===== src/rtl/programmable_clock_divider.sv =====
// programmable_clock_divider: runtime-loadable divider with near-50% duty cout, period-start tick and boundary-aligned divisor swap
//   cin         rising-edge input clock
//   rst         asynchronous active-high reset
//   en          count enable; when low, all state holds and tick stays low
//   div_in      new divisor (values below 2 are clamped to 2)
//   div_load    captures div_in; taken at once on a boundary edge, otherwise queued
//   cout        divided clock, high for ceil(D/2) input cycles
//   tick        one-cycle pulse at the start of each output period
//   div_active  divisor currently in effect
//   div_pending a queued divisor waits for the next boundary
module programmable_clock_divider #(
  parameter int WIDTH = 32,
  parameter int DEFAULT_DIV = 2
) (
  input  logic             cin,
  input  logic             rst,
  input  logic             en,
  input  logic [WIDTH-1:0] div_in,
  input  logic             div_load,
  output logic             cout,
  output logic             tick,
  output logic [WIDTH-1:0] div_active,
  output logic             div_pending
);
  localparam logic [WIDTH-1:0] DEF_DIV = WIDTH'((DEFAULT_DIV < 2) ? 2 : DEFAULT_DIV);
  logic [WIDTH-1:0] cnt_q, cnt_d, div_act_q, div_act_d, pend_q, pend_d, ld_val, half;
  logic             cout_q, cout_d, tick_q, tick_d, pend_v_q, pend_v_d, bnd;
  always_comb begin
    ld_val = (div_in < WIDTH'(2)) ? WIDTH'(2) : div_in;
    // ceil(D/2) without forming D+1, so D = 2^WIDTH-1 cannot overflow
    half = (div_act_q >> 1) + WIDTH'(div_act_q[0]);
    bnd = en && (cnt_q == div_act_q - WIDTH'(1));
    cnt_d = cnt_q;
    cout_d = cout_q;
    tick_d = 1'b0;
    div_act_d = div_act_q;
    pend_d = div_load ? ld_val : pend_q;
    pend_v_d = pend_v_q;
    if (bnd) begin
      cnt_d = '0;
      cout_d = 1'b1;
      tick_d = 1'b1;
      // a load on the boundary edge itself wins over any queued value
      div_act_d = div_load ? ld_val : (pend_v_q ? pend_q : div_act_q);
      pend_v_d = 1'b0;
    end else begin
      if (en) begin
        cnt_d = cnt_q + WIDTH'(1);
        cout_d = (cnt_d == half) ? 1'b0 : cout_q;
      end
      pend_v_d = div_load ? 1'b1 : pend_v_q;
    end
  end
  always_ff @(posedge cin or posedge rst) begin
    if (rst) begin
      cnt_q <= DEF_DIV - WIDTH'(1);
      cout_q <= 1'b0;
      tick_q <= 1'b0;
      div_act_q <= DEF_DIV;
      pend_q <= '0;
      pend_v_q <= 1'b0;
    end else begin
      cnt_q <= cnt_d;
      cout_q <= cout_d;
      tick_q <= tick_d;
      div_act_q <= div_act_d;
      pend_q <= pend_d;
      pend_v_q <= pend_v_d;
    end
  end
  assign cout = cout_q;
  assign tick = tick_q;
  assign div_active = div_act_q;
  assign div_pending = pend_v_q;
endmodule


===== config.mk =====
export PLATFORM = sky130hd
export DESIGN_NAME = programmable_clock_divider
export DESIGN_NICKNAME = d
export VERILOG_FILES = /design/src/rtl/programmable_clock_divider.sv
export SDC_FILE = /design/constraint.sdc
export NUM_CORES = 1
export LEC_CHECK = 0
export ABC_AREA = 1
export CORE_MARGIN = 3
export CORE_UTILIZATION = 54
export DETAILED_ROUTE_END_ITERATION = 8
export HOLD_SLACK_MARGIN = 0.1
export PLACE_DENSITY = 0.77
export SLEW_MARGIN = 15
export SYNTH_ARGS = -nofsm -noshare
export SYNTH_HDL_FRONTEND = slang
export SYNTH_SLANG_ARGS = --single-unit

===== constraint.sdc =====
create_clock -name cin -period 3.13 [get_ports cin]
set_input_delay 0.626 -clock cin [delete_from_list [all_inputs] [get_ports cin]]
set_output_delay 0.626 -clock cin [all_outputs]
set_load 0.05 [all_outputs]

==> out/metrics.csv <==
metric;value;unit
cts_hold_buffers;0;
rsz0062_at_grt;false;
endpoint_kind;flop;
drc;0;
antennaDiodeCount;0;
crit_buf_inv;0;
core;0.01526;mm2
fin_crit;2.879;ns
antenna_found_initial;0;
syn-num-nets;1482;
hold_viol;0;
hp-class;reg -> reg;
crit_path_top_delay_cell;dfstp_2;
worst_setup_path_start_kind;flop;
routed_wl;26110;um
rows;45;
die-height;131.0;um
synth_area;0.008439;mm2
finalWeightedCongestion;1.005;
drive_above_1_share;0.06179;
r2r_cells;17;
path_cells;ha_1, ha_1, nand2_1, nor2_2, nand3_1, nor2_2, nand2_1, nand2_1, nand2_1, nand2_1, nand2_1, nor2_1, nand3_1, nor2_1, nand2_1, nand2_1, nand2_1;
ctsResizeCount;0;
holdPathEnd;pend_q[19];
dp_cells;1684;
syn2layout_area_growth;13.70;%
multi_input_area;0.005180;mm2
period_share;0.9200;
power_density;318.8;mW/mm2
drtPass1Iterations;6;
postRouteAntennaNets;0;
fillers;1532;
drv_slew;0;
cp_data_arrival_time;3.12;ns
clock_tree.root_cell;clkbuf_16;
fmax;347.3;MHz
reg2reg_from;div_active[1];
numPortBuffers;70;
cap_viol_max_count;0;
synth_seq_cells;99;
ir_worst_vdd;0.3909;mV
path_class;reg -> reg;
p_leak;0.004930;uW
drt_iter0_drc;730;
fin_skew;0.01388;ns
overflow;0;
slew_headroom;0.2857;
final_util;0.6289;
worst_pin_slew;1.070;ns
grt_pass1_vias;8286;
required;3.37;ns
htree_levels;3;
yosys_warnings;0;
avgSynthCellArea;5.853;um2
cts_buffers;9;
slowest_delay;0.60;ns
postCtsSetupBuffers;0;
route.detailed.wl_per_inst;15.36;um
r2r_slack;0.25;ns
regArea;0.002480;mm2
timing.hold.ws;0.4789;ns
synth-edff-count;0;
clock_latency;0.36;ns
synth_cell_types;33;
path_delay_family;simple AND/OR/NAND/NOR gates;
fin_tns_setup;0;ns
dp_hpwl;20630;um
via_per_inst;5.319;
outcome;finished clean;
cp_max_fo;6;
synthCells;1442;
reg2reg_to;cout;
power.total;3059;uW
ys_seq_area_frac;0.2938;
setup_viol;0;
holdPathStages;2;
path_clk_slew;0.08;ns
cpMostUsedCell;nand2_1;
dieArea;0.01716;mm2
synthArstFlopShare;1.000;
io_pins;71;
final_net_count;1524;
final_cells;1700;
ys.flop_type;dfrtp_1;
grt_pass1_wl;41910;um
start_util;0.5531;
clkSinkCount;99;
cts_tree;yes;
fp.dieW;131.0;um
hold_start;pend_q[19];
clock_path_buffers;2;
grt_max_degree;44;
track_usage;0.3129;
vias;9042;
==> cell type report <==
class / count / share of cell area
tap: 211 / 0.02751
inverter: 122 / 0.04812
clock inverter: 6 / 0.005998
timing repair buffer: 93 / 0.09623
sequential: 99 / 0.2584
multi-input combinational: 1159 / 0.5398
clock buffer: 10 / 0.02386
==> registers in the layout (all words and copies together) (netlist names) <==
register     cells
pend_q          32
tick             1
div_active      32
cnt_q           32
cout             1
div_pending      1
==> report_power, final <==
part	total, uW	switching (uW)	internal (uW)
combinational	468	294	175
sequential	1450	98.5	1350
clock	1140	577	560
==> tightest hold or removal path, cell delays in order (launching register included) <==
cell,delay (ns)
dfrtp_1,0.33
nand2_1,0.05
nand2_1,0.07
==> cell usage after synthesis, types with 15 or more instances <==
library cell	n	area, um2
nor2_1	170	638.1
inv_1	115	431.7
dfrtp_1	97	2427
xnor2_1	18	157.7
nand2_1	685	2571
nand3_1	118	590.6
nor2_2	15	93.84
buf_2	27	135.1
clkbuf_1	27	101.4
nand4_1	26	162.7
xor2_1	18	157.7
o21ai_0	45	225.2
==> stage by stage <==
step                instance area (um2)  setup slack, ns
floorplan                          8443           0.4924
global placement                   9309           0.3590
detailed placement                 9309           0.2652
CTS                                9595           0.2559
global route                       9595        0.0009968
finish                             9595           0.2505
==> per-layer routing <==
| metal | GRT usage | wire length (um) | part of all wire | vias up |
|---|---|---|---|---|
| met3 | 0.04065 | 1831 | 0.070 | 53 |
| met4 | 0.1155 | 843 | 0.032 | 0 |
| met1 | 0.4456 | 11990 | 0.46 | 4072 |
| met5 | 0 | 0 | 0 | - |
| li1 | - | - | - | 4559 |
| met2 | 0.4866 | 11450 | 0.44 | 358 |
==> cell families after synthesis <==
logic type / count (synthesis) / share of synthesized area
and+or+nand+nor: 1068 / 0.5392
buffers and inverters: 184 / 0.09236
DFF: 99 / 0.2938
AOI/OAI and AO/OA: 51 / 0.03128
xor gates and xnor gates: 36 / 0.03736
adders and majority gates: 4 / 0.005931
==> placed cells by master (no fill, tap or decap), drive strengths merged <==
cell type	count
clkinv	5
clkbuf	10
dfrtp	97
xor2	18
clkdlybuf4s50	70
a21oi	1
nand2	691
nand4	26
and2	2
nand3b	12
ha	4
xnor2	18
dfstp	2
nor4	7
o21ai	48
o21bai	2
nand3	131
clkinvlp	1
buf	23
nor2	196
inv	122
nor3	3
==> worst max-delay path by stage <==
stage                      end  slack (ns)  cells past startpoint          start
after floorplan           cout        0.49                     17  div_active[1]
after global placement    cout        0.36                     15             en
after detailed placement  cout        0.27                     17  div_active[1]
after CTS                 cout        0.26                     17  div_active[1]
after global routing      cout       0.001                     17  div_active[1]
final                     cout        0.25                     17  div_active[1]
No activity file was read; power rests on OpenSTA's default activity.
